<file path="config.mk">
export PLATFORM = sky130hd
export DESIGN_NAME = vote4_majority
export DESIGN_NICKNAME = d
export VERILOG_FILES = /design/src/rtl/vote_pkg.sv /design/src/rtl/popcount4_comb.sv /design/src/rtl/vote4_majority.sv
export SDC_FILE = /design/constraint.sdc
export NUM_CORES = 1
export LEC_CHECK = 0
export BUFFER_PORTS_ARGS = -buffer_cell sky130_fd_sc_hd__buf_2
export CAP_MARGIN = 20
export CORE_AREA = 2 2 39 41
export CTS_CLUSTER_SIZE = 16
export DETAILED_ROUTE_END_ITERATION = 6
export DIE_AREA = 0 0 41 43
export MAX_ROUTING_LAYER = met4
export PLACE_DENSITY = 0.43
export RECOVER_POWER = 50
export SYNTH_ARGS = -nofsm -noshare
export SYNTH_HDL_FRONTEND = slang
export SYNTH_SLANG_ARGS = --single-unit
export TNS_END_PERCENT = 10
</file>
<file path="constraint.sdc">
create_clock -name clk -period 1.9 [get_ports clk]
set_input_delay 0.38 -clock clk [delete_from_list [all_inputs] [get_ports clk]]
set_output_delay 0.38 -clock clk [all_outputs]
set_load 0.02 [all_outputs]
</file>
<file path="src/rtl/vote_pkg.sv">
// Shared sizing and the popcount helper for the four-input voter.
package vote_pkg;

  localparam int unsigned VOTE_W = 4;
  localparam int unsigned CNT_W  = 3;

  // Two-level adder tree: two pair sums, then one final sum. The result
  // tops out at 4 = 3'b100, so CNT_W bits never overflow.
  function automatic logic [CNT_W-1:0] popcount4(input logic [VOTE_W-1:0] votes);
    logic [1:0] lo_sum;
    logic [1:0] hi_sum;
    lo_sum = {1'b0, votes[0]} + {1'b0, votes[1]};
    hi_sum = {1'b0, votes[2]} + {1'b0, votes[3]};
    return {1'b0, lo_sum} + {1'b0, hi_sum};
  endfunction

endpackage

</file>
<file path="src/rtl/popcount4_comb.sv">
// Combinational population count of the four votes.
module popcount4_comb
  import vote_pkg::*;
(
  input  logic [VOTE_W-1:0] votes,
  output logic [CNT_W-1:0]  count
);

  assign count = popcount4(votes);

endmodule

</file>
<file path="src/rtl/vote4_majority.sv">
// Four-input threshold voter with registered decision, count and all/none flags.
module vote4_majority
  import vote_pkg::*;
#(
  parameter int unsigned THRESHOLD = 3
) (
  input  logic       clk,
  input  logic       rst,
  input  logic       en,
  input  logic       a,
  input  logic       b,
  input  logic       c,
  input  logic       d,
  output logic       s,
  output logic [2:0] cnt,
  output logic       all_one,
  output logic       none_one
);

  // A threshold above the voter count could never be met; refuse to build.
  generate
    if (THRESHOLD > VOTE_W) begin : g_bad_threshold
      $error("vote4_majority: THRESHOLD must be in 0..4");
    end
  endgenerate

  localparam logic [CNT_W-1:0] THR = THRESHOLD[CNT_W-1:0];

  logic [VOTE_W-1:0] votes;
  logic [CNT_W-1:0]  cnt_c;
  logic              s_c;
  logic              all_c;
  logic              none_c;

  logic              s_p0;
  logic [CNT_W-1:0]  cnt_p0;
  logic              all_p0;
  logic              none_p0;

  assign votes = {a, b, c, d};

  popcount4_comb u_popcount (
    .votes (votes),
    .count (cnt_c)
  );

  assign s_c    = (cnt_c >= THR);
  assign all_c  = &votes;
  assign none_c = ~(|votes);

  // Stage p0: register decision, count and flags; reset wins over enable.
  always_ff @(posedge clk) begin
    if (rst) begin
      s_p0    <= 1'b0;
      cnt_p0  <= '0;
      all_p0  <= 1'b0;
      none_p0 <= 1'b0;
    end else if (en) begin
      s_p0    <= s_c;
      cnt_p0  <= cnt_c;
      all_p0  <= all_c;
      none_p0 <= none_c;
    end
  end

  assign s        = s_p0;
  assign cnt      = cnt_p0;
  assign all_one  = all_p0;
  assign none_one = none_p0;

endmodule

</file>
==> impl_metrics.tcl, run 1 <==
set metrics [dict create \
    final_nets 57 \
    slew_violations 0 \
    clock_latency_ns 0.24 \
    antenna_found_initial 0 \
    max_slew.worst_pin.slew_ns 0.248 \
    max_clock_freq_mhz 617 \
    port_buffers 12 \
    hold_buffers 0 \
    path_clk_slew_ns 0.04 \
    mappedNetlistArea_um2 312 \
    die-area_um2 1760 \
    num_rows 14 \
    layout_common_cells "buf_2 (7), dfxtp_1 (6), clkbuf_1 (5), nor2_1 (4), ha_1 (4)" \
    crit_chain "clkbuf_1, fa_1, ha_1, ha_1, a21oi_1, a211oi_2" \
    grt-ovfl-total 0 \
    min_period_over_period_pct 85.3 \
    multi_input_area_um2 173 \
    start_util_pct 22.5 \
    vias_per_cell 4.17 \
    timing.final.ws_setup_ns 0.280 \
    seqCellArea_um2 120 \
    slew_headroom_pct 83.6 \
    power_density_nw_per_um2 784 \
    r2r-start "s" \
    crit_fanout 3 \
    vdd_drop_max_uv 242 \
    num_vias 246 \
    cpPeakStageDelay_ns 0.49 \
    slowest_stage "fa_1" \
    dp_slack_ns 0.0320 \
    syn_nets 41 \
    p_sw_share_pct 25.6 \
    grt.total_usage_pct 8.05 \
    cts_resized 0 \
    critPathLaunch "a" \
    coreArea_um2 1380 \
    diodes 0 \
    grt_pass1_vias 223 \
    grt_pass1_wl_um 890 \
    grt_max_degree 10 \
    path_class "in2reg" \
    die_height_um 43 \
    cpMostUsedCell "ha_1" \
    p_sw_uw 79.6 \
    routedWlPerCell_um 8.83 \
    postRouteWirelength_um 521 \
    arrival_ns 1.74 \
    p_comb_share_pct 19.9 \
    io_pins 13 \
    cts.sinks 6 \
    cts-root-buf "clkbuf_4" \
    drc 0 \
    drt_iter0_drc 3 \
    rsz0062_at_grt "no" \
    fin_cells 59 \
    antenna_left 0 \
    worstPathRequired_ns 2.02 \
    cts.path.max_buffers 2 \
    synth_area_per_cell_um2 10.7 \
    ys_ff_latch 6 \
    finalHoldViolCount 0 \
    drv_cap 0 \
    htree_levels 1 \
    synth_cell_type_count 12 \
    hold_start "rst" \
    yosysSeqAreaShare_pct 38.6 \
    tns_ns 0 \
    seq_power_share_pct 44.5 \
    hp-class "in2reg" \
    place_inst 56 \
    final_common_cell "buf_2" \
    fillers 160 \
    end_kind "flip-flop" \
    crit_buf_inv 1 \
    yosys_warnings 0 \
    fin_skew_ns 0 \
    cp_top_family "adder cells" \
    p_clk_share_pct 35.6 \
    dp_hpwl_um 458 \
    power.internal_uw 231 \
    min_period_ns 1.62 \
    area_growth_pct 27.3 \
    die_x_um 41 \
    p_leak_uw 0.000183 \
    syn_inst 29 \
    cts_made_buffers 3 \
    setup_viol 0 \
    cts_tree "built" \
    status "finished, final reports clean" \
    drt_first_pass_iters 2 \
    drive_gt1_share_pct 25.6 \
    gp_congestion 0.656 \
    post-cts-setup-buffer-count 0 \
    crit_path_start_kind "input port" \
]
==> flip-flops by register name (all words and copies together) (netlist names) <==
register,flops
all_one,1
cnt,3
none_one,1
s,1
==> synthesized netlist by cell type <==
| cell | count | area, um^2 |
|---|---|---|
| nor2_1 | 4 | 15.0 |
| dfxtp_1 | 6 | 120 |
| inv_1 | 2 | 7.51 |
| buf_6 | 1 | 11.3 |
| mux2i_1 | 3 | 30.0 |
| nand4_1 | 1 | 6.26 |
| ha_1 | 4 | 50.1 |
| nand2b_1 | 2 | 12.5 |
| nand4bb_1 | 1 | 11.3 |
| fa_1 | 1 | 20.0 |
| a211oi_2 | 1 | 12.5 |
| a21oi_1 | 3 | 15.0 |
==> routing by layer <==
layer / global-route usage (%) / wire, um
met1: 10.1 / 236
met2: 9.06 / 229
met3: 6.28 / 55
met4: 4.00 / 0
met5: - / 0
==> kinds of logic after synthesis <==
kind of cell / after synthesis / share of synthesized area, %
compound gates: 4 / 8.83
fa+ha+maj: 5 / 22.5
buf+inv: 3 / 6.02
flops: 6 / 38.6
mux: 3 / 9.64
simple gates: 8 / 14.5
==> final timing paths <==
check | to | slack [ns] | cells past startpoint
min reg2reg | none_one | 0.48 | 2
max reg2reg | s | 1.27 | 2
min | s | 0.38 | 2
max | s | 0.28 | 6
==> area by class of cell <==
type	instances	share of cell area, %
Clock buffer	3	5.68
Sequential cell	6	30.3
Tap cell	16	5.05
Timing Repair Buffer	12	13.6
Inverter	2	1.89
Multi-Input combinational cell	20	43.5
==> power groups by stage <==
stage	Clock, uW	Combinational [uW]	Sequential [uW]
6_report	111	61.8	138
5_1_grt	132	70.6	139
4_1_cts	117	65.2	138
3_5_place_dp	0	64.7	140
3_3_place_gp	0	65.0	140
2_1_floorplan	0	32.7	150
==> per-stage QoR <==
step	utilization, %	hold WS (ns)	cell area (um^2)	total power, uW
2_1_floorplan	-	0.445	312	183
3_3_place_gp	27.5	0.459	380	205
3_5_place_dp	27.5	0.475	380	205
4_1_cts	29.1	0.375	403	321
5_1_grt	28.7	0.379	397	341
6_report	28.7	0.384	397	311
(Power assumes the default switching activity.)
==> run 2, diff against run 1 <==
--- a/config.mk
+++ b/config.mk
@@ -5,6 +5,7 @@
 export SDC_FILE = /design/constraint.sdc
 export NUM_CORES = 1
 export LEC_CHECK = 0
+export ABC_AREA = 1
 export BUFFER_PORTS_ARGS = -buffer_cell sky130_fd_sc_hd__buf_2
 export CAP_MARGIN = 20
 export CORE_AREA = 2 2 39 41
@@ -12,7 +13,7 @@
 export DETAILED_ROUTE_END_ITERATION = 6
 export DIE_AREA = 0 0 41 43
 export MAX_ROUTING_LAYER = met4
-export PLACE_DENSITY = 0.43
+export PLACE_DENSITY = 0.44
 export RECOVER_POWER = 50
 export SYNTH_ARGS = -nofsm -noshare
 export SYNTH_HDL_FRONTEND = slang
==> run 2 against run 1 <==
Compared with the run above:
- cell area is 4.7% higher
- highest routed layer unchanged
- via count is 11% higher
- largest power group unchanged
- sequential share of layout area is 1.4 points lower
- largest cell class unchanged
==> impl_metrics.tcl, run 2 <==
set metrics [dict create \
    status "finished, final reports clean" \
    end_kind "flip-flop" \
    yosys_warnings 0 \
    antenna_found_initial 0 \
    synthTopCellsByArea "dfxtp_1 (36%), ha_1 (15%), nand2_1 (9.1%)" \
    fillers 165 \
    final_common_cell "nand2_1" \
    power_density_nw_per_um2 790 \
    reg2reg_depth 4 \
    crit_path_start_kind "input port" \
    drt_first_pass_iters 2 \
    antenna_left 0 \
    endpoint "s" \
    synthAdderAreaFrac_pct 21.2 \
    drv_cap 0 \
    p_sw_share_pct 28.6 \
    max_slew.worst_pin.slew_ns 0.253 \
    hold_ws_ns 0.351 \
    yosys.area_share.simple_pct 23.1 \
    dp_hpwl_um 481 \
    io_pins 13 \
    finalHoldViolCount 0 \
    synth_cell_type_count 13 \
    final_nets 68 \
    postRouteWirelength_um 573 \
    p_clk_share_pct 35.0 \
    synth_edf_count 0 \
    num_vias 273 \
    critPathLaunch "a" \
    vias_per_cell 3.90 \
    min_period_over_period_pct 83.9 \
    coreArea_um2 1380 \
    synth_compound_area_share_pct 9.09 \
    die_height_um 43 \
    drive_gt1_share_pct 24.1 \
    diodes 0 \
    drt_iter0_drc 2 \
    syn_inst 40 \
    grt_pass1_vias 251 \
    cts_made_buffers 3 \
    gp_congestion 0.709 \
    r2r_end "s" \
    synth_xor_area_share_pct 0 \
    die_x_um 41 \
    synth_top_area_share_pct 36.4 \
    largest_reg_flops 3 \
    grt_max_degree 10 \
    yosysMostFrequentCell "nand2_1" \
    r2r-start "s" \
    synth_common_cells "nand2_1 (8), dfxtp_1 (6), inv_1 (5), nor2_1 (5)" \
    synth_top_area_cell "dfxtp_1" \
    dp_slack_ns 0.0571 \
    start_util_pct 23.9 \
    die-area_um2 1760 \
    grt-ovfl-total 0 \
    rsz0062_at_grt "no" \
    layout_common_cells "nand2_1 (8), buf_2 (7), dfxtp_1 (6)" \
    ys_ff_latch 6 \
    clock_latency_ns 0.24 \
    path_clk_slew_ns 0.04 \
    synth_flop_cell "dfxtp_1" \
    yosysSeqAreaShare_pct 36.4 \
    crit_fanout 3 \
    cts_resized 0 \
    mappedNetlistArea_um2 330 \
    drc 0 \
    synthMuxAreaShare_pct 0 \
    post-cts-setup-buffer-count 0 \
    cts_tree "built" \
    routedWlPerCell_um 8.19 \
    path_class "in2reg" \
    vdd_drop_max_uv 248 \
    cts-root-buf "clkbuf_4" \
    arrival_ns 1.73 \
    p_comb_share_pct 22.4 \
    postLayoutCoreUtil_pct 30.0 \
    min_period_ns 1.59 \
    slew_headroom_pct 83.2 \
    num_rows 14 \
    port_buffers 12 \
    seq_power_share_pct 42.6 \
    grt.total_usage_pct 8.97 \
    max_clock_freq_mhz 628 \
    tns_ns 0 \
    hp-class "in2reg" \
    hold_buffers 0 \
    grt_pass1_wl_um 938 \
    cts.path.max_buffers 2 \
    synthArstFlopShare_pct 0 \
    fin_skew_ns 0 \
    synth_top_family_by_area "simple AND/OR/NAND/NOR gates" \
    area_growth_pct 25.8 \
    slew_violations 0 \
    cts.sinks 6 \
    power.internal_uw 234 \
    p_sw_uw 93.8 \
    setup_viol 0 \
    timing.final.ws_setup_ns 0.306 \
    power_uw 328 \
    synth_area_per_cell_um2 8.26 \
    htree_levels 1 \
    p_leak_uw 0.000215 \
    syn_nets 52 \
    worstPathRequired_ns 2.04 \
    reg2reg_slack_ns 1.27 \
]
[run 2: final cells by class]
class                   count  area (um^2)  share of cell area (%)
repair buffers             12         53.8                    13.0
multi-input cells          27          176                    42.5
inverters                   6         22.5                    5.42
clock buffers               3         22.5                    5.42
well taps                  16         20.0                    4.82
flip-flops and latches      6          120                    28.9
[run 2: worst max-delay path, stage by stage]
cell and delay (ns):
clkbuf_1 0.12, fa_1 0.48, ha_1 0.19, ha_1 0.26
inv_1 0.11, nor2_4 0.05, nor2_1 0.10, nor2_1 0.04
[run 2: power groups by stage]
stage | Combinational [uW] | Clock (uW) | Sequential (uW)
after floorplan | 41.5 | 0 | 154
after global placement | 76.8 | 0 | 142
after detailed placement | 76.1 | 0 | 142
after CTS | 76.5 | 123 | 140
after global routing | 83.9 | 128 | 141
final | 73.4 | 115 | 140
[run 2: kinds of logic (layout without fill, tap and decap cells)]
logic type | count (synthesis) | after routing
buffers and inverters | 7 | 21
AND/OR/NAND/NOR | 16 | 16
AO/OA/AOI/OAI | 6 | 6
flip-flops | 6 | 6
adder cells (fa/ha/maj) | 5 | 5
[run 2: how the worst min path moves through the flow]
stage,from,endpoint,slack [ns],depth (start not counted)
floorplan,rst,cnt[0],0.45,1
global placement,cnt[0],cnt[0],0.45,2
detailed placement,cnt[0],cnt[0],0.45,2
CTS,rst,cnt[0],0.34,2
global route,rst,cnt[2],0.36,2
finish,rst,cnt[0],0.35,2
[run 2: through the flow]
stage | cell area, um^2 | cells
2_1_floorplan | 330 | 40
3_3_place_gp | 399 | 67
3_5_place_dp | 399 | 67
4_1_cts | 422 | 70
5_1_grt | 415 | 70
6_report | 415 | 70
[run 2: metal layers]
layer | track usage (%) | vias up | wire [um] | part of all wire [%]
met5 | - | - | 0 | 0
met4 | 4.00 | 0 | 0 | 0
met3 | 9.42 | 0 | 49 | 8.6
met2 | 11.3 | 10 | 245 | 43
met1 | 8.74 | 110 | 279 | 49
li1 | - | 153 | - | -
==> run 3, diff against run 2 <==
==> constraint.sdc (replaced) <==
create_clock -name clk -period 1.6 [get_ports clk]
set_input_delay 0.32 -clock clk [delete_from_list [all_inputs] [get_ports clk]]
set_output_delay 0.32 -clock clk [all_outputs]
set_load 0.02 [all_outputs]
==> run 3 against run 2 <==
Compared with the run above:
- flip-flop and latch count stayed put
- clock power increased by 20%
- critical endpoint unchanged
- critical path type unchanged
- via count rose by 2.6%
- sequential power up 19%
- combinational power grew 23%
- non-clock buffer count increased by 2
- cell area is 3.6% higher
- worst setup slack worse by 0.21 ns
- largest power group unchanged
==> impl_metrics.tcl, run 3 (synthesized netlist as in run 2, its figures left out) <==
set metrics [dict create \
    grt_pass1_vias 258 \
    die-area_um2 1760 \
    min_period_over_period_pct 94.2 \
    crit_fanout 3 \
    grt_max_degree 10 \
    worstPathRequired_ns 1.74 \
    cts.sinks 6 \
    timing.final.ws_setup_ns 0.0931 \
    dp_slack_ns -0.167 \
    setup_viol 0 \
    largest_reg_flops 3 \
    path_clk_slew_ns 0.05 \
    cts_resized 0 \
    drive_gt1_share_pct 26.8 \
    max_slew.worst_pin.slew_ns 0.253 \
    hp-class "in2reg" \
    max_clock_freq_mhz 664 \
    start_util_pct 23.9 \
    area_growth_pct 30.3 \
    final_nets 70 \
    die_height_um 43 \
    slew_headroom_pct 83.2 \
    dp_hpwl_um 488 \
    layout_common_cells "nand2_1 (8), buf_2 (7), dfxtp_1 (6)" \
    finalHoldViolCount 0 \
    die_x_um 41 \
    diodes 0 \
    power_uw 394 \
    num_vias 280 \
    grt.total_usage_pct 8.63 \
    antenna_found_initial 0 \
    vias_per_cell 3.89 \
    power_density_nw_per_um2 916 \
    io_pins 13 \
    post-cts-setup-buffer-count 0 \
    vdd_drop_max_uv 451 \
    arrival_ns 1.65 \
    drv_cap 0 \
    path_class "in2reg" \
    cts_made_buffers 3 \
    final_common_cell "nand2_1" \
    routedWlPerCell_um 8.28 \
    cts-root-buf "clkbuf_4" \
    clock_latency_ns 0.24 \
    grt-ovfl-total 0 \
    antenna_left 0 \
    coreArea_um2 1380 \
    drt_iter0_drc 3 \
    cts_tree "built" \
    cts.path.max_buffers 2 \
    p_leak_uw 0.000225 \
    status "finished, final reports clean" \
    crit_path_start_kind "input port" \
    end_kind "flip-flop" \
    slew_violations 0 \
    gp_congestion 0.691 \
    drc 0 \
    fin_skew_ns 0 \
    htree_levels 1 \
    num_rows 14 \
    hold_buffers 0 \
    min_period_ns 1.51 \
    port_buffers 12 \
    postRouteWirelength_um 596 \
    grt_pass1_wl_um 938 \
    drt_first_pass_iters 3 \
    rsz0062_at_grt "no" \
]
run 3: path summary, 6_finish.rpt:
check / startpoint / endpoint / slack, ns / cells past startpoint
max reg2reg: none_one / none_one / 0.98 / 2
min reg2reg: cnt[0] / cnt[0] / 0.46 / 2
max: a / s / 0.09 / 8
min: rst / cnt[0] / 0.29 / 2
run 3: metrics by stage:
stage,util (%),cells,area [um^2],setup TNS [ns],hold slack [ns]
2_1_floorplan,-,40,330,0,0.389
3_3_place_gp,29.9,69,414,-0.281,0.448
3_5_place_dp,29.9,69,414,-0.254,0.455
4_1_cts,31.6,72,437,0,0.290
5_1_grt,31.1,72,430,0,0.285
6_report,31.1,72,430,0,0.293
run 3: final cells by class:
| type | count | area (um^2) |
|---|---|---|
| Tap cell | 16 | 20.0 |
| Inverter | 6 | 22.5 |
| Clock buffer | 3 | 22.5 |
| Timing Repair Buffer | 14 | 68.8 |
| Sequential cell | 6 | 120 |
| Fill cell | 163 | 953 |
| Multi-Input combinational cell | 27 | 176 |
run 3: critical path, cell delays in order:
cell and delay, ns:
buf_2 0.12, fa_1 0.47, ha_1 0.19, ha_1 0.26, inv_1 0.11, nor2_4 0.05, nor2_1 0.09, nor2_1 0.04
run 3: layer usage:
layer / wire, um / up-vias / GRT usage, %
met5: 0 / - / -
met4: 0 / 0 / 4.00
met3: 54 / 0 / 7.85
met2: 273 / 8 / 10.9
met1: 268 / 118 / 8.97
li1: - / 154 / -
run 3: where the power goes:
group          switching, uW  internal (uW)
Sequential              4.80            161
Clock                   53.2           84.7
Combinational           55.3           35.0
Total                    113            281
